**config.mk**
```make
export PLATFORM = sky130hd
export DESIGN_NAME = melody_seq_flat
export DESIGN_NICKNAME = d
export VERILOG_FILES = /design/src/rtl/melody_seq_if.sv /design/src/rtl/melody_seq.sv /design/src/flat_wrapper.sv
export SDC_FILE = /design/constraint.sdc
export NUM_CORES = 1
export LEC_CHECK = 0
export ABC_AREA = 0
export CORE_MARGIN = 3
export CORE_UTILIZATION = 49
export CTS_CLUSTER_DIAMETER = 60
export DETAILED_ROUTE_END_ITERATION = 7
export GPL_ROUTABILITY_DRIVEN = 0
export PLACE_DENSITY = 0.76
export REMOVE_ABC_BUFFERS = 1
export SYNTH_ARGS = -nofsm -noshare
export SYNTH_HDL_FRONTEND = slang
export SYNTH_SLANG_ARGS = --single-unit
```
**constraint.sdc**
```tcl
create_clock -name clk -period 3 [get_ports clk]
set_clock_uncertainty 0.1 [all_clocks]
set_input_delay 0.45 -clock clk [delete_from_list [all_inputs] [get_ports clk]]
set_output_delay 0.45 -clock clk [all_outputs]
set_load 0.05 [all_outputs]
```
**src/rtl/melody_seq_if.sv**
```systemverilog
// Score memory bus between the melody sequencer (master) and the score store (slave).
interface melody_seq_if #(
  parameter int unsigned ADDR_WIDTH = 7,
  parameter int unsigned DATA_WIDTH = 21
);
  logic [ADDR_WIDTH-1:0] mem_addr;
  logic [DATA_WIDTH-1:0] mem_data;

  modport master (output mem_addr, input mem_data);
  modport slave  (input mem_addr, output mem_data);
endinterface

```
**src/rtl/melody_seq.sv**
```systemverilog
// Melody sequencer: walks a {div, dur} score, emitting a tone divider and enable per note,
// timed in tempo ticks, with looping, octave transpose and end-of-note articulation gap.
module melody_seq #(
  parameter int unsigned DIV_WIDTH  = 17,
  parameter int unsigned ADDR_WIDTH = 7,
  parameter int unsigned DUR_WIDTH  = 4,
  parameter bit          GAP_EN     = 1'b1
) (
  input  logic                 clk,
  input  logic                 rst,
  input  logic                 tempo_tick,
  input  logic                 start,
  input  logic                 stop,
  input  logic                 loop,
  input  logic [1:0]           octave,
  melody_seq_if.master         mem,
  output logic [DIV_WIDTH-1:0] div,
  output logic                 enable,
  output logic                 busy,
  output logic                 done
);

  localparam logic [1:0] IDLE  = 2'd0;
  localparam logic [1:0] FETCH = 2'd1;
  localparam logic [1:0] LOAD  = 2'd2;
  localparam logic [1:0] PLAY  = 2'd3;

  localparam logic [ADDR_WIDTH-1:0] ADDR_LAST = '1;
  localparam logic [DUR_WIDTH-1:0]  DUR_ONE   = DUR_WIDTH'(1);

  logic [1:0]            state, state_n;
  logic [ADDR_WIDTH-1:0] addr_q, addr_n;
  logic [DIV_WIDTH-1:0]  div_n;
  logic [DUR_WIDTH-1:0]  remaining, rem_n;
  logic                  enable_n, busy_n, done_n;
  logic                  eos;
  logic [DIV_WIDTH-1:0]  ld_div;
  logic [DUR_WIDTH-1:0]  ld_dur;

  assign ld_div       = mem.mem_data[DUR_WIDTH +: DIV_WIDTH];
  assign ld_dur       = mem.mem_data[DUR_WIDTH-1:0];
  assign mem.mem_addr = addr_q;

  // Next-state and next-output logic.
  always_comb begin
    state_n = state;
    addr_n  = addr_q;
    div_n   = div;
    rem_n   = remaining;
    done_n  = 1'b0;
    eos     = 1'b0;

    case (state)
      IDLE: begin
        if (start) begin
          state_n = FETCH;
          addr_n  = '0;
        end
      end
      FETCH: state_n = LOAD;
      LOAD: begin
        if (ld_dur != '0) begin
          div_n   = ld_div >> octave;
          rem_n   = ld_dur;
          state_n = PLAY;
        end else begin
          eos = 1'b1;
        end
      end
      PLAY: begin
        if (tempo_tick) begin
          rem_n = remaining - DUR_ONE;
          if (remaining == DUR_ONE) begin
            if (addr_q == ADDR_LAST) begin
              eos = 1'b1;
            end else begin
              addr_n  = addr_q + ADDR_WIDTH'(1);
              state_n = FETCH;
            end
          end
        end
      end
      default: state_n = IDLE;
    endcase

    // An end marker at address 0 never loops, so a blank score cannot spin forever.
    if (eos) begin
      if (loop && (addr_q != '0)) begin
        addr_n  = '0;
        state_n = FETCH;
      end else begin
        state_n = IDLE;
        done_n  = 1'b1;
      end
    end

    if (state_n == IDLE) begin
      div_n  = '0;
      addr_n = '0;
      rem_n  = '0;
    end

    if (stop) begin
      state_n = IDLE;
      div_n   = '0;
      addr_n  = '0;
      rem_n   = '0;
      done_n  = 1'b0;
    end

    busy_n   = (state_n != IDLE);
    enable_n = (state_n == PLAY) && (div_n != '0) && !(GAP_EN && (rem_n == DUR_ONE));
  end

  // State and output registers.
  always_ff @(posedge clk) begin
    if (rst) begin
      state     <= IDLE;
      addr_q    <= '0;
      div       <= '0;
      remaining <= '0;
      enable    <= 1'b0;
      busy      <= 1'b0;
      done      <= 1'b0;
    end else begin
      state     <= state_n;
      addr_q    <= addr_n;
      div       <= div_n;
      remaining <= rem_n;
      enable    <= enable_n;
      busy      <= busy_n;
      done      <= done_n;
    end
  end

endmodule

```
**src/flat_wrapper.sv**
```systemverilog
// flat-port wrapper written by rule: the top's interface ports become plain ports
module melody_seq_flat 
#(
  parameter int unsigned DIV_WIDTH  = 17,
  parameter int unsigned ADDR_WIDTH = 7,
  parameter int unsigned DUR_WIDTH  = 4,
  parameter bit          GAP_EN     = 1'b1
)
  (clk, rst, tempo_tick, start, stop, loop, octave, div, enable, busy, done, mem_mem_addr, mem_mem_data);
  melody_seq_if #(.ADDR_WIDTH(ADDR_WIDTH), .DATA_WIDTH(((17) + (4)))) mem_i ();
  input  logic clk;
  input  logic rst;
  input  logic tempo_tick;
  input  logic start;
  input  logic stop;
  input  logic loop;
  input  logic [1:0] octave;
  output logic [DIV_WIDTH-1:0] div;
  output logic enable;
  output logic busy;
  output logic done;
  output wire logic [$bits(mem_i.mem_addr)-1:0] mem_mem_addr;
  input wire logic [$bits(mem_i.mem_data)-1:0] mem_mem_data;
  assign mem_mem_addr = mem_i.mem_addr;
  assign mem_i.mem_data = mem_mem_data;
  melody_seq #(.DIV_WIDTH(DIV_WIDTH), .ADDR_WIDTH(ADDR_WIDTH), .DUR_WIDTH(DUR_WIDTH), .GAP_EN(GAP_EN)) u_core (.clk(clk), .rst(rst), .tempo_tick(tempo_tick), .start(start), .stop(stop), .loop(loop), .octave(octave), .mem(mem_i), .div(div), .enable(enable), .busy(busy), .done(done));
endmodule
```
==> flow_summary.toml, run 1 <==
[status]
status = "completed"

[floorplan]
io_pins = 56
dieArea_mm2 = 0.00530
die_y_um = 72.8
die_width_um = 72.8
coreArea_mm2 = 0.00414
initial_core_util = 0.528
rows = 23

[timing]
period_needed_ns = 2.51
finalHoldViolCount = 0
tightest_slew_ns = 0.575
max_clock_freq_mhz = 398
rsz0062_at_grt = "false"
setup_viol = 0
maxSlewHeadroom = 0.613
slew_violations = 0
layout_worst_path_cycle_share = 0.838
setup_ws_ns = 0.487

[place]
dpl_worst_slack_ns = 0.212
dp_hpwl_um = 4140
placed_area_mm2 = 0.00283
port_buffers = 55

[cells_and_area]
post-route-cell-area_mm2 = 0.00292
area_growth_pct = 33.3
finish.net_count = 345
diodes = 0
fill_cells = 349
final_util = 0.704
drive_gt1_frac = 0.143

[worst_setup_path]
cp.arrival_ns = 2.57
crit_end = "u_core.remaining[0]"
critPathMaxFanout = 22
crit_required_ns = 3.05
crit_start = "tempo_tick"
end_kind = "flip-flop"
critPathKind = "in2reg"
r2r-start = "u_core.remaining[0]"
timing.rr.end = "u_core.remaining[0]"
start_kind = "input port"
rr_worst_depth = 7
rrSetupSlack_ns = 0.66

[synthesis]
syn_inst = 250
synth_flop_cell = "dfxtp_1"
yosys_warnings = 0
syn_area_per_cell_um2 = 8.75
synth_edf_count = 0
synth_area_mm2 = 0.00219
synth-async-reset-ratio = 0
ys_seq_area_frac = 0.302
netlist-cell-type-count = 55
synth-seq-cells = 33

[hold_path]
min_path_type = "reg2reg"

[clocking]
cts_buffers = 5
cts_tree = "done"
clockRootBuffer = "clkbuf_8"
cts_hold_buf = 0
clkSinkCount = 33
clock_latency_ns = 0.28
ctsHtreeMaxLevel = 2
path_clk_slew_ns = 0.07
cts_buffer_depth = 2
cts.repair.resized = 0
post-cts-setup-buffers = 0

[job]
drv_cap = 0

[routing]
totalWireLength_um = 5280
dr_total_vias = 2129
drt_first_pass_iters = 4
viasPerCell = 5.95
drtAntennaViolNets = 0
drc = 0
first_iter_violations = 137
wl_per_cell_um = 14.8

[grt]
grt_pass1_vias = 2055
grt_util_all_layers = 0.215
grt_max_degree = 24
grt_pass1_wl_um = 9180
antenna_found_initial = 0
overflow = 0

[power]
p_switching_mw = 0.250
p_leak_nw = 0.981
seqPwrFrac = 0.456
switching_share = 0.256
clkPwrFrac = 0.342
combPwrFrac = 0.203
ir_drop_uv = 245
p_int_mw = 0.727
power.density_mw_per_mm2 = 335
## cells by family (layout without fill, tap and decap cells)
logic type / Yosys count / count (layout) / share of synthesized area
AOI/OAI and AO/OA: 57 / 57 / 0.180
xor gates and xnor gates: 2 / 2 / 0.00801
adders and majority gates: 8 / 8 / 0.0457
buffers and inverters: 25 / 83 / 0.0543
DFF: 33 / 33 / 0.302
muxes: 18 / 18 / 0.153
and+or+nand+nor: 107 / 107 / 0.258
## power by group through the flow
stage               clock network, mW  logic [mW]  registers [mW]
global placement                    0       0.195           0.455
global route                    0.357       0.215           0.445
CTS                             0.342       0.198           0.445
detailed placement                  0       0.197           0.455
floorplan                           0      0.0932           0.462
finish                          0.334       0.198           0.445
## layout make-up
class	count	area, um2	share of cell area
Clock buffer	7	86.3	0.0296
Inverter	11	41.3	0.0142
Multi-Input combinational cell	192	1420	0.485
Sequential cell	33	661	0.226
Tap cell	50	62.6	0.0214
Timing Repair Buffer	65	651	0.223
## synth_stat cells (2+ instances only)
cell type	count	share of area
nand3_1	4	0.0091
ha_1	8	0.046
or2_2	4	0.011
buf_4	2	0.0069
buf_2	2	0.0046
inv_1	11	0.019
xor2_1	2	0.0080
a22oi_1	4	0.014
nor2b_1	4	0.011
mux4_2	12	0.12
buf_6	2	0.010
o211ai_1	3	0.010
nor4_1	7	0.020
clkbuf_1	7	0.012
o21ai_0	6	0.014
a222oi_1	3	0.014
and2_1	2	0.0057
a21oi_2	2	0.0080
mux2_2	3	0.015
a21oi_1	22	0.050
nor4b_1	2	0.0080
nand2b_1	5	0.014
dfxtp_1	33	0.30
mux2i_1	3	0.014
o32ai_1	2	0.0080
nor2_1	18	0.031
nand2_1	38	0.065
nand4_1	5	0.014
nor3_1	8	0.018
## state kept, by name (all words and copies together), names as in the netlist
name	flops
u_core.enable	1
u_core.state	2
u_core.remaining	4
u_core.busy	1
u_core.mem.mem_addr	7
u_core.done	1
u_core.div	17
## critical path, cell delays in order
cell             delay [ns]
clkdlybuf4s50_1        0.63
nand4bb_4              0.18
or4_4                  0.58
and3_4                 0.21
o31ai_4                0.25
buf_12                 0.20
nor2_1                 0.06
## layer usage
metal	GRT usage	vias up	wire, um
met5	0	-	0
met2	0.360	82	2570
met1	0.272	1000	2270
met3	0.0413	9	342
met4	0.0861	0	102
li1	-	1038	-
## how the worst min path moves through the flow
stage / from / to / slack (ns) / depth (start not counted)
6_report: u_core.div[13] / u_core.div[13] / 0.37 / 2
5_1_grt: u_core.div[8] / u_core.div[8] / 0.40 / 2
4_1_cts: u_core.div[13] / u_core.div[13] / 0.37 / 2
3_5_place_dp: u_core.div[13] / u_core.div[13] / 0.36 / 2
3_3_place_gp: u_core.div[12] / u_core.div[12] / 0.36 / 2
2_1_floorplan: rst / u_core.state[0] / 0.43 / 1
## placed cells by master (no fill, tap or decap), types with 5 or more instances in the layout
| cell | count |
|---|---|
| nand2b_1 | 5 |
| nand4_1 | 5 |
| dfxtp_1 | 33 |
| mux4_2 | 12 |
| o21ai_0 | 6 |
| nor4_1 | 7 |
| ha_1 | 8 |
| nand2_1 | 38 |
| clkbuf_8 | 6 |
| nor2_1 | 18 |
| a21oi_1 | 22 |
| clkdlybuf4s50_1 | 55 |
| nor3_1 | 8 |
| inv_1 | 11 |
| buf_4 | 8 |
## metrics by stage
| step | TNS (ns) | std cells | power (mW) | hold WS [ns] |
|---|---|---|---|---|
| after floorplan | -0.0448 | 236 | 0.555 | 0.427 |
| after global placement | 0 | 351 | 0.649 | 0.362 |
| after detailed placement | 0 | 351 | 0.652 | 0.364 |
| after CTS | 0 | 358 | 0.985 | 0.373 |
| after global routing | 0 | 358 | 1.02 | 0.398 |
| final | 0 | 358 | 0.977 | 0.371 |
Power figures use the tool's default switching activity.
==> run 2: changes to the inputs <==
Settings changed: CORE_UTILIZATION 49 to 44, PLACE_DENSITY 0.76 to 0.72.
Clock period 3 ns to 2.26 ns, I/O delays scaled along.
==> run 2 against run 1 <==
- routed wire length grew 21%
- final cell count increased by 17%
- die area rose by 10%
- count of clock-buffer cells in the layout increased by 1
- utilization up 2.1 points
- setup slack worse by 0.46 ns
- sequential share of layout area decreased by 3.2 points
- non-clock buffer count increased by 43
- critical endpoint is now u_core.remaining[3]
- largest power group unchanged
==> flow_summary.toml, run 2 (same netlist as run 1, synthesis figures left out) <==
[clocking]
cts_hold_buf = 0
cts_buffers = 5
path_clk_slew_ns = 0.06
clock_latency_ns = 0.28
cts_buffer_depth = 2
cts_tree = "done"
clockRootBuffer = "clkbuf_8"
ctsHtreeMaxLevel = 2
clkSinkCount = 33

[worst_setup_path]
r2r-start = "u_core.mem.mem_addr[0]"
critPathKind = "reg2reg"
crit_start = "u_core.mem.mem_addr[0]"
cp.arrival_ns = 2.28
start_kind = "flip-flop"
crit_required_ns = 2.31
critPathMaxFanout = 6
rr_worst_depth = 10
end_kind = "flip-flop"

[place]
dp_hpwl_um = 4600
placed_cells = 401
port_buffers = 55

[timing]
period_needed_ns = 2.23
rsz0062_at_grt = "true"
max_clock_freq_mhz = 448
finalHoldViolCount = 0
tightest_slew_ns = 0.585
setup_viol = 0
slew_violations = 0
maxSlewHeadroom = 0.610
layout_worst_path_cycle_share = 0.987

[routing]
drtAntennaViolNets = 0
wl_per_cell_um = 15.3
viasPerCell = 5.52
totalWireLength_um = 6390
drc = 0
first_iter_violations = 84
dr_total_vias = 2313
drt_first_pass_iters = 4

[grt]
antenna_found_initial = 0
grt_util_all_layers = 0.203
grt_pass1_wl_um = 9850
grt_pass1_vias = 2251
overflow = 0
grt_max_degree = 23

[cells_and_area]
multi_input_area_mm2 = 0.00151
area_growth_pct = 57.6
most-common-layout-cells = "53 x clkdlybuf4s50_1, 44 x buf_4, 38 x nand2_1"
final_common_cell = "clkdlybuf4s50_1"
finish.net_count = 388
regArea_um2 = 669
fill_cells = 371
fin_cells = 419
largest_reg_flops = 17
top_register = "u_core.div"
drive_gt1_frac = 0.304
diodes = 0

[hold_path]
hold_start = "u_core.div[13]"
hold-path-cell-count = 2
min_path_type = "reg2reg"

[floorplan]
die_width_um = 76.5
io_pins = 56
initial_core_util = 0.460
dieArea_mm2 = 0.00586
die_y_um = 76.5
rows = 25
coreArea_mm2 = 0.00475

[job]
drv_cap = 0

[power]
p_leak_nw = 1.25
power.density_mw_per_mm2 = 395
p_total_mw = 1.36
ir_drop_uv = 213

[status]
status = "completed"
run 2: path summary, 6_finish.rpt:
kind / endpoint / slack (ns)
worst max-delay path: u_core.remaining[3] / 0.03
worst min-delay path: u_core.div[13] / 0.37
worst max register to register: u_core.remaining[3] / 0.03
worst min register to register: u_core.div[13] / 0.37
run 2: power breakdown:
| part | total [mW] | switching (mW) | internal [mW] |
|---|---|---|---|
| sequential | 0.588 | 0.00405 | 0.584 |
| clock | 0.421 | 0.202 | 0.219 |
| combinational | 0.351 | 0.155 | 0.196 |
| total | 1.36 | 0.362 | 0.999 |
run 2: per-stage QoR:
step | hold WS (ns) | TNS [ns] | worst slack, ns | utilization | instance area (um2)
finish | 0.370 | 0 | 0.0297 | 0.725 | 3450
global route | 0.399 | -0.462 | -0.118 | 0.725 | 3450
CTS | 0.378 | 0 | 0.00414 | 0.671 | 3190
detailed placement | 0.369 | -6.19 | -0.341 | 0.652 | 3100
global placement | 0.364 | -6.13 | -0.243 | 0.652 | 3100
floorplan | 0.316 | -11.05 | -0.674 | - | 2110
run 2: metal layers:
layer / global-route usage / wire [um]
met5: 0 / 0
met4: 0.0978 / 176
met3: 0.0449 / 306
met2: 0.340 / 3320
met1: 0.246 / 2590
run 2: worst max-delay path: stages, from the launching register on:
cell and delay (ns):
dfxtp_4 0.36, inv_4 0.06, ha_4 0.12, or4b_4 0.46
o31ai_4 0.24, buf_6 0.14, a21oi_4 0.03, o31ai_4 0.26
buf_12 0.16, buf_12 0.12, nor2_2 0.04
run 2: layout make-up:
class / instances / share of cell area
timing repair buffer: 108 / 0.306
clock buffer: 8 / 0.0232
inverter: 11 / 0.0134
multi-input combinational: 192 / 0.439
sequential: 33 / 0.194
tap: 67 / 0.0243
run 2: repair_timing:
action / in CTS / in global routing
resized for setup: 2 / 32
pin swaps: 0 / 5
setup buffers: 0 / 6
cloned: 0 / 4
endpoints found under the setup margin: 3 / 23
